### src/rtl/image_plane_writer.sv
// image_plane_writer: level-shifts and saturates 8x8 IDCT tables and
// writes them as multi-pixel words into a planar multi-channel image RAM.
//
// Ports:
//   clk, rst                  clock, async active-low reset
//   image_table               packed signed samples, x + y*edge order
//   table_valid/table_ready   table handshake
//   frame_abort               synchronous frame restart
//   image_RAM_*               RAM write port with ready back-pressure
//   decoded_*_index           block/channel being (or next to be) written
//   image_generated           one-cycle pulse after the last frame word
module image_plane_writer #(
   parameter int IMAGE_WIDTH      = 320,
   parameter int IMAGE_HEIGHT     = 240,
   parameter int PIXEL_WIDTH      = 8,
   parameter int SAMPLE_WIDTH     = 9,
   parameter int DC_OFFSET        = 128,
   parameter int TABLE_EDGE_SIZE  = 8,
   parameter int NUM_CHANNELS     = 3,
   parameter int PIXELS_PER_WRITE = 2,
   localparam int TABLE_SIZE = TABLE_EDGE_SIZE * TABLE_EDGE_SIZE,
   localparam int BLOCK_WIDTH_SIZE  = IMAGE_WIDTH / TABLE_EDGE_SIZE,
   localparam int BLOCK_HEIGHT_SIZE = IMAGE_HEIGHT / TABLE_EDGE_SIZE,
   localparam int PLANE_SIZE = IMAGE_WIDTH * IMAGE_HEIGHT,
   localparam int IMAGE_RAM_ADDRESS_WIDTH =
      $clog2(NUM_CHANNELS * PLANE_SIZE),
   localparam int BLOCK_WIDTH_INDEX_SIZE =
      (BLOCK_WIDTH_SIZE > 1) ? $clog2(BLOCK_WIDTH_SIZE) : 1,
   localparam int BLOCK_HEIGHT_INDEX_SIZE =
      (BLOCK_HEIGHT_SIZE > 1) ? $clog2(BLOCK_HEIGHT_SIZE) : 1,
   localparam int CHANNEL_INDEX_SIZE =
      (NUM_CHANNELS > 1) ? $clog2(NUM_CHANNELS) : 1
) (
   input  logic clk,
   input  logic rst,
   input  logic [TABLE_SIZE*SAMPLE_WIDTH-1:0] image_table,
   input  logic table_valid,
   output logic table_ready,
   input  logic frame_abort,
   output logic [IMAGE_RAM_ADDRESS_WIDTH-1:0] image_RAM_address,
   output logic [PIXELS_PER_WRITE*PIXEL_WIDTH-1:0] image_RAM_data,
   output logic image_RAM_CE,
   output logic image_RAM_WE,
   input  logic image_RAM_ready,
   output logic [BLOCK_WIDTH_INDEX_SIZE-1:0] decoded_width_block_index,
   output logic [BLOCK_HEIGHT_INDEX_SIZE-1:0] decoded_height_block_index,
   output logic [CHANNEL_INDEX_SIZE-1:0] decoded_channel_index,
   output logic image_generated
);

   localparam int AW = IMAGE_RAM_ADDRESS_WIDTH;
   localparam int BWI = BLOCK_WIDTH_INDEX_SIZE;
   localparam int BHI = BLOCK_HEIGHT_INDEX_SIZE;
   localparam int CI = CHANNEL_INDEX_SIZE;
   localparam int WORDS_PER_ROW = TABLE_EDGE_SIZE / PIXELS_PER_WRITE;
   localparam int ROW_W = (TABLE_EDGE_SIZE > 1) ? $clog2(TABLE_EDGE_SIZE) : 1;
   localparam int COL_W = (WORDS_PER_ROW > 1) ? $clog2(WORDS_PER_ROW) : 1;
   localparam int SUM_W = SAMPLE_WIDTH + 2;
   localparam int TW = TABLE_SIZE * SAMPLE_WIDTH;

   localparam logic [CI-1:0] CH_LAST = CI'(NUM_CHANNELS - 1);
   localparam logic [BWI-1:0] BX_LAST = BWI'(BLOCK_WIDTH_SIZE - 1);
   localparam logic [BHI-1:0] BY_LAST = BHI'(BLOCK_HEIGHT_SIZE - 1);
   localparam logic [ROW_W-1:0] ROW_LAST = ROW_W'(TABLE_EDGE_SIZE - 1);
   localparam logic [COL_W-1:0] COL_LAST = COL_W'(WORDS_PER_ROW - 1);
   localparam logic [SUM_W-1:0] PIX_MAX = SUM_W'((1 << PIXEL_WIDTH) - 1);

   typedef enum logic [0:0] {IDLE, WRITE} state_t;

   state_t state_q;
   logic [TW-1:0] table_q;
   logic [CI-1:0] ch_q, ch_d;
   logic [BWI-1:0] bx_q, bx_d;
   logic [BHI-1:0] by_q, by_d;
   logic [ROW_W-1:0] row_q, row_d;
   logic [COL_W-1:0] col_q, col_d;
   logic gen_q;
   logic last_word;
   logic frame_done_d;
   logic writing;
   logic [AW-1:0] addr;
   logic [PIXELS_PER_WRITE*PIXEL_WIDTH-1:0] data;

   assign writing = (state_q == WRITE);
   assign last_word = (row_q == ROW_LAST) && (col_q == COL_LAST);

   // Position after the word currently on the bus is accepted.
   always_comb begin
      ch_d = ch_q;
      bx_d = bx_q;
      by_d = by_q;
      row_d = row_q;
      col_d = col_q;
      frame_done_d = 1'b0;
      if (last_word) begin
         row_d = '0;
         col_d = '0;
         if (ch_q == CH_LAST) begin
            ch_d = '0;
            if (bx_q == BX_LAST) begin
               bx_d = '0;
               if (by_q == BY_LAST) begin
                  by_d = '0;
                  frame_done_d = 1'b1;
               end else begin
                  by_d = by_q + 1'b1;
               end
            end else begin
               bx_d = bx_q + 1'b1;
            end
         end else begin
            ch_d = ch_q + 1'b1;
         end
      end else if (col_q == COL_LAST) begin
         col_d = '0;
         row_d = row_q + 1'b1;
      end else begin
         col_d = col_q + 1'b1;
      end
   end

   always_comb begin
      logic [AW-1:0] x_pix;
      logic [AW-1:0] y_pix;
      x_pix = AW'(bx_q) * AW'(TABLE_EDGE_SIZE)
            + AW'(col_q) * AW'(PIXELS_PER_WRITE);
      y_pix = AW'(by_q) * AW'(TABLE_EDGE_SIZE) + AW'(row_q);
      addr = AW'(ch_q) * AW'(PLANE_SIZE)
           + x_pix + y_pix * AW'(IMAGE_WIDTH);
   end

   // Level shift with two guard bits so the sign of the sum is exact.
   always_comb begin
      logic [SAMPLE_WIDTH-1:0] smp;
      logic [SUM_W-1:0] sum;
      logic [PIXEL_WIDTH-1:0] pix;
      int idx;
      data = '0;
      smp = '0;
      sum = '0;
      pix = '0;
      idx = 0;
      for (int p = 0; p < PIXELS_PER_WRITE; p++) begin
         idx = int'(row_q) * TABLE_EDGE_SIZE
             + int'(col_q) * PIXELS_PER_WRITE + p;
         smp = table_q[idx*SAMPLE_WIDTH +: SAMPLE_WIDTH];
         sum = {{2{smp[SAMPLE_WIDTH-1]}}, smp} + SUM_W'(DC_OFFSET);
         if (sum[SUM_W-1]) begin
            pix = '0;
         end else if (sum > PIX_MAX) begin
            pix = '1;
         end else begin
            pix = sum[PIXEL_WIDTH-1:0];
         end
         data[p*PIXEL_WIDTH +: PIXEL_WIDTH] = pix;
      end
   end

   always_ff @(posedge clk or negedge rst) begin
      if (!rst) begin
         state_q <= IDLE;
         table_q <= '0;
         ch_q <= '0;
         bx_q <= '0;
         by_q <= '0;
         row_q <= '0;
         col_q <= '0;
         gen_q <= 1'b0;
      end else if (frame_abort) begin
         state_q <= IDLE;
         table_q <= '0;
         ch_q <= '0;
         bx_q <= '0;
         by_q <= '0;
         row_q <= '0;
         col_q <= '0;
         gen_q <= 1'b0;
      end else begin
         gen_q <= 1'b0;
         unique case (state_q)
            IDLE: begin
               if (table_valid) begin
                  table_q <= image_table;
                  row_q <= '0;
                  col_q <= '0;
                  state_q <= WRITE;
               end
            end
            WRITE: begin
               if (image_RAM_ready) begin
                  ch_q <= ch_d;
                  bx_q <= bx_d;
                  by_q <= by_d;
                  row_q <= row_d;
                  col_q <= col_d;
                  gen_q <= frame_done_d;
                  if (last_word) begin
                     state_q <= IDLE;
                  end
               end
            end
            default: state_q <= IDLE;
         endcase
      end
   end

   assign table_ready = (state_q == IDLE);
   assign image_RAM_CE = writing;
   assign image_RAM_WE = writing;
   assign image_RAM_address = writing ? addr : '0;
   assign image_RAM_data = writing ? data : '0;
   assign decoded_width_block_index = bx_q;
   assign decoded_height_block_index = by_q;
   assign decoded_channel_index = ch_q;
   assign image_generated = gen_q;

endmodule
### config.mk
export PLATFORM = sky130hd
export DESIGN_NAME = image_plane_writer
export DESIGN_NICKNAME = d
export VERILOG_FILES = /design/src/rtl/image_plane_writer.sv
export SDC_FILE = /design/constraint.sdc
export NUM_CORES = 2
export LEC_CHECK = 0
export ABC_AREA = 1
export ABC_CLOCK_PERIOD_IN_PS = 3700
export CAP_MARGIN = 25
export CORE_MARGIN = 2
export CORE_UTILIZATION = 40
export CTS_BUF_LIST = sky130_fd_sc_hd__clkbuf_16
export CTS_CLUSTER_SIZE = 40
export DETAILED_ROUTE_END_ITERATION = 8
export PLACE_DENSITY = 0.61
export SYNTH_ARGS = -nofsm -noshare
export SYNTH_HDL_FRONTEND = slang
export SYNTH_SLANG_ARGS = --single-unit
### constraint.sdc
create_clock -name clk -period 3.7 [get_ports clk]
set_input_delay 0.37 -clock clk [delete_from_list [all_inputs] [get_ports clk]]
set_output_delay 0.37 -clock clk [all_outputs]
set_load 0.03 [all_outputs]
### Yosys cells after proc, flatten, opt, wreduce, memory -nomap -nowiden

Index checks and enable logic that the tools add are counted.

| word-level totals | value |
|---|---|
| bits of input ports | 581 |
| bits in registers | 596 |
| logic and storage cells | 103 |
| output and inout bits | 51 |

| cells by class | value |
|---|---|
| $add $sub $neg | 13 |
| equal/unequal tests | 9 |
| bitwise gates (word level) | 1 |
| reductions and logical operators | 13 |
| muxes and demuxes | 51 |
| shift operators | 2 |
| magnitude comparators | 2 |
| $mul | 4 |

Operators by type and width:

| operator | count |
|---|---|
| $mux W576 | 3 |
| $shiftx A576 B13 Y9 | 1 |
| $shiftx A576 B32 Y9 | 1 |
| $mux W6 | 6 |
| $mux W5 | 7 |
| $mul A32 B5 Y32 const B | 1 |
| $mux W8 | 4 |
| $gt A11 B8 Y1 const B | 2 |
| $add A9 B9 Y10 const B | 2 |
| $mux W2 | 10 |
| $add A18 B10 Y18 | 1 |
| $add A18 B18 Y18 | 1 |
| $mux W18 | 1 |
| $mux W16 | 1 |
| $mux W3 | 5 |
| $mul A8 B4 Y12 const B | 1 |
| $mul A9 B3 Y12 const B | 1 |
| $reduce_bool A2 Y1 | 6 |
| $mux W1 | 11 |
| $add A9 B3 Y10 | 1 |
| $add A8 B3 Y9 | 1 |
| $add A7 B1 Y8 const B | 1 |
| $mul A2 B7 Y8 const B | 1 |
| $add A6 B3 Y7 | 1 |
| other kinds (21) | 25 |

### Longest topological paths before layout

| logic depth | value |
|---|---|
| depth after elaboration | 9 |
| gate-level depth with buffers | 25 |
| gate-level depth less buffers | 23 |

### Worst setup path after synthesis

Ideal clock, no wire load.

| timing path | value |
|---|---|
| kind | reg-to-output |
| start | register row_q[2] |
| end | output port image_RAM_data[0] |
| path buffers | 2 |
| slack | -0.036 ns |
| required time | 3.330 ns |
| stages on the path, launching flop included | 18 |
| arrival time | 3.366 ns |
| cells stage by stage | dfrtp_1 -> ha_1 -> ha_1 -> fa_1 -> inv_1 -> nand2_1 -> nand2_1 -> clkbuf_1 -> clkbuf_1 -> nand3_1 -> nand2_1 -> nand2_1 -> nand3_1 -> nand2_1 -> ha_1 -> nor2_1 -> inv_1 -> nor2_1 |

| on the way | value |
|---|---|
| cells in the longest elaborated chain, start to end | 8 |

Ends and longest elaborated chain:

| what | line | source |
|---|---|---|
| start, declared | 75 | `logic [ROW_W-1:0] row_q, row_d;` |
| start signal, assigned | 194 | `row_q <= row_d;` |
| $add A6 B3 Y7 (*) | 145 | `+ int'(col_q) * PIXELS_PER_WRITE + p;` |
| $mul A32 B5 Y32 (*) | 146 | `smp = table_q[idx*SAMPLE_WIDTH +: SAMPLE_WIDTH];` |
| $shiftx A576 B32 Y9 (*) | 146 |  |
| $add A9 B9 Y10 (*) | 147 | `sum = {{2{smp[SAMPLE_WIDTH-1]}}, smp} + SUM_W'(DC_OFFSET);` |
| $gt A11 B8 Y1 | 150 | `end else if (sum > PIX_MAX) begin` |
| $mux W8 | 150 |  |
| $mux W8 (*) | 148 | `if (sum[SUM_W-1]) begin` |
| $mux W16 (*) | 211 | `assign image_RAM_data = writing ? data : '0;` |
| end, declared | 41 | `output logic [PIXELS_PER_WRITE*PIXEL_WIDTH-1:0] image_RAM_data,` |

Every way passes the cells marked *; elsewhere a longest branch is shown, timed or not.

### Worst setup path after layout

| timing path | value |
|---|---|
| start | register col_q[0] |
| end | output port image_RAM_data[1] |

| on the way | value |
|---|---|
| cells in the longest elaborated chain, start to end | 8 |

Ends and longest elaborated chain:

| what | line | source |
|---|---|---|
| start, declared | 76 | `logic [COL_W-1:0] col_q, col_d;` |
| start signal, assigned | 195 | `col_q <= col_d;` |
| $add A6 B3 Y7 (*) | 145 |  |
| $mul A32 B5 Y32 (*) | 146 |  |
| $shiftx A576 B32 Y9 (*) | 146 |  |
| $add A9 B9 Y10 (*) | 147 |  |
| $gt A11 B8 Y1 | 150 |  |
| $mux W8 | 150 |  |
| $mux W8 (*) | 148 |  |
| $mux W16 (*) | 211 |  |

Marked as above.

==> impl_metrics.tcl <==
set metrics [dict create \
    outcome "finished with violations" \
    violations "negative setup slack" \
    tightest_slew_ns 0.9632 \
    max_freq_ghz 0.2305 \
    grt.total_usage_pct 38.01 \
    clock_latency_ns 0.66 \
    hold_viol 0 \
    post_synth_num_cell_types 57 \
    fp.dieArea_mm2 0.1152 \
    fin_crit_sh_pct 117.3 \
    numCtsBuffers 71 \
    start_util_pct 40.17 \
    antenna_found_initial 4 \
    slew_headroom_pct 35.78 \
    seq_area_frac_synth_pct 33.14 \
    ys_seq_elements 596 \
    route.vias.total 55380 \
    layout_min_cycle_time_ns 4.339 \
    synth_nets 7918 \
    cts_tree "done" \
    cp_common_cell "nand3_1" \
    core_mm2 0.1120 \
    num_rows 123 \
    io_buffers 630 \
    die_w_um 339.4 \
    r2r_cells 14 \
    dp_hpwl_um 173400 \
    power.density_mw_per_mm2 351.0 \
    r2r_slack_ns 0.44 \
    grt_pass1_vias 53240 \
    finalNonFillerCells 9900 \
    nFillCells 11270 \
    fin_tns_setup_ns -10.74 \
    io_pins 632 \
    reg2reg_from "row_q[0]$_DFFE_PN0P_" \
    drv_cap 0 \
    ys.warnings.count 0 \
    rr_endpoint "decoded_height_block_index[3]$_DFFE_PN0P_" \
    gp_congestion 1.043 \
    clk_path_buf_depth 3 \
    cts-htree-levels 3 \
    drtIter0Drc 5998 \
    postRouteAntennaNets 0 \
    ir_worst_vdd_uv 323.6 \
    slowest_stage "dfrtp_4" \
    grt_remaining_overflow 0 \
    fin_skew_ns 0.009601 \
    cp_slowest_stage_delay_ns 0.51 \
    synth-async-reset-ratio_pct 100.0 \
    drc_errors 0 \
    holdPathEnd "table_q[65]$_DFFE_PN0P_" \
    setup_viol 22 \
    synth_edf_count 0 \
    clkSinkCount 596 \
    clk_pin_slew_ns 0.06 \
    rsz0062_at_grt "yes" \
    area_delta_synth_final_pct 39.78 \
    crit_arrival_ns 3.97 \
    p_leak_uw 0.02998 \
    cp_data_required_time_ns 3.33 \
    syn_inst 7293 \
    routedWlPerCell_um 22.76 \
    path_max_fanout 8 \
    grt_max_degree 170 \
    fin_ws_ns -0.6388 \
    holdPathStages 3 \
    post_dp_cell_area_mm2 0.05846 \
    cp_cell_sequence "buf_12 -> ha_4 -> inv_6 -> buf_6 -> buf_4 -> a21oi_1 -> nand3_1 -> nand3_1 -> nand3_1 -> nand3_1 -> nand3_2 -> nand3_4 -> nand2_4 -> inv_4 -> ha_4 -> nand2_2 -> nor2_2 -> nand2_4 -> nand3_2 -> nand2_1 -> inv_1 -> buf_6" \
    critPathKind "register to output port" \
    placed_cells 9728 \
    slew_viol_final 0 \
    hp-class "primary input to register" \
    hp-start "image_table[65]" \
    final_area_mm2 0.06291 \
    drive_gt1_share_pct 15.58 \
    syn_area_mm2 0.04500 \
    cp-end-kind "output port" \
    vias_per_cell 5.594 \
    syn_area_per_cell_um2 6.171 \
    crit_path_start_kind "register" \
    grt_pass1_wl_um 333900 \
    ys.flop_type "dfrtp_1" \
    routed_wl_um 225300 \
    die_h_um 339.4 \
    dr.pass1.iters 6 \
    holdWs_ns 0.2602 \
    nets 8964 \
    root_buffer "clkbuf_16" \
    pre_cts_ws_ns -0.6625 \
]
==> worst max path at each step <==
stage | endpoint | start | cells past startpoint
finish | image_RAM_data[1] | col_q[0]$_DFFE_PN0P_ | 22
global route | image_RAM_data[3] | col_q[0]$_DFFE_PN0P_ | 22
CTS | image_RAM_data[3] | col_q[0]$_DFFE_PN0P_ | 22
detailed placement | image_RAM_data[11] | col_q[0]$_DFFE_PN0P_ | 20
global placement | image_RAM_data[11] | col_q[0]$_DFFE_PN0P_ | 20
floorplan | image_RAM_data[0] | row_q[2]$_DFFE_PN0P_ | 17
==> routing by layer <==
metal	share of wire, %	GRT usage, %	up-vias	routed length (um)
met4	6.4	21.24	0	14490
met5	0	0	-	0
met2	45	61.36	2667	102500
met3	8.1	6.485	604	18240
li1	-	-	26080	-
met1	40	48.30	26030	90130
==> power breakdown <==
group / total (uW) / internal [uW] / switching [uW]
logic: 7640 / 3120 / 4520
registers: 7280 / 6900 / 378
clock network: 7160 / 4100 / 3050
==> cells by family after synthesis <==
kind of cell | count (synthesis) | synth area share, %
flip-flops | 596 | 33.14
AO/OA/AOI/OAI | 1181 | 14.29
buffers and inverters | 1014 | 9.675
XOR/XNOR | 8 | 0.1724
multiplexers | 2 | 0.04448
adder cells (fa/ha/maj) | 44 | 1.273
AND/OR/NAND/NOR | 4447 | 41.39
other | 1 | 0.008333
==> timing repair <==
action / 4_1_cts / 5_1_grt
hold buffers: 1 / 0
gates cloned: 9 / 1
pin swaps: 49 / 76
resized for setup: 242 / 176
buffers inserted: 21 / 13
setup endpoints to repair: 25 / 23
endpoints found under the hold margin: 59 / 0
==> stage by stage <==
stage	utilization [%]	total power [uW]
detailed placement	52.18	14230
global route	56.14	22950
CTS	55.48	21790
floorplan	-	10550
finish	56.15	22080
global placement	52.18	14220
==> flip-flops by register name, summed over array words and instances (netlist names) <==
register / cells
table_q: 576
decoded_height_block_index: 5
image_RAM_CE: 1
image_generated: 1
row_q: 3
col_q: 2
decoded_channel_index: 2
decoded_width_block_index: 6
==> worst max-delay path: cells and delay by family (launching register included) <==
kind                       cells  cell delay [ns]
adders and majority gates      2             0.50
DFF                            1             0.51
and+or+nand+nor               12             1.27
buffers and inverters          7             0.89
AOI/OAI and AO/OA              1             0.14
==> synth_stat cells (7+ instances only) <==
cell type  number  area share (%)
clkbuf_1      252             2.1
a21oi_1       237             2.6
o21a_1         23            0.38
o21ai_0       683             7.6
o211ai_1       96             1.6
and2_1          7           0.097
or2_0          10            0.14
o21ai_1        65            0.72
a31oi_1        14            0.19
nand4_1        18            0.25
nor3_1         17            0.19
nand3_1      1389              15
buf_6           7            0.18
ha_1           41             1.1
dfrtp_1       596              33
buf_2         195             2.2
or2_2          15            0.21
nand2_1      2698              23
nor2_1        274             2.3
o311ai_0        8            0.16
inv_1         422             3.5
inv_2           9           0.075
or2_1          10            0.14
buf_4          67             1.1
o2111ai_1       8            0.16
buf_1          56            0.47
==> layout make-up <==
class / count / area (um^2) / share of cell area (%)
Tap cell: 1500 / 1877 / 2.983
Sequential cell: 596 / 14930 / 23.73
Antenna cell: 4 / 10.01 / 0.01591
Clock inverter: 55 / 447.9 / 0.7120
Inverter: 437 / 1744 / 2.773
Multi-Input combinational cell: 5683 / 26990 / 42.91
Clock buffer: 75 / 1877 / 2.983
Timing Repair Buffer: 1550 / 15030 / 23.89
==> cell usage in the layout (no fill, tap or decap), drive strengths merged, types with 4 or more instances in the layout <==
| cell type | synthesis | routed |
|---|---|---|
| and2 | 9 | 9 |
| o21ai | 748 | 748 |
| diode | 0 | 4 |
| clkinv | 6 | 27 |
| o21a | 23 | 23 |
| a311oi | 5 | 5 |
| bufbuf | 0 | 7 |
| buf | 325 | 935 |
| o41ai | 4 | 4 |
| nor3 | 18 | 18 |
| nand3 | 1389 | 1389 |
| inv | 431 | 451 |
| clkbuf | 252 | 76 |
| o311ai | 11 | 11 |
| o2111ai | 8 | 8 |
| xor2 | 5 | 5 |
| ha | 41 | 41 |
| o31ai | 4 | 4 |
| bufinv | 0 | 7 |
| nand2 | 2700 | 2700 |
| o22ai | 6 | 6 |
| o21bai | 4 | 4 |
| clkinvlp | 0 | 7 |
| o211ai | 96 | 96 |
| o221ai | 6 | 6 |
| a21boi | 4 | 4 |
| clkdlybuf4s50 | 0 | 605 |
| dfrtp | 596 | 596 |
| a21oi | 237 | 237 |
| nand4 | 18 | 18 |
| or2 | 35 | 35 |
| a31oi | 14 | 14 |
| nor2 | 276 | 276 |
Note: power is estimated with default switching activity, not from simulation.
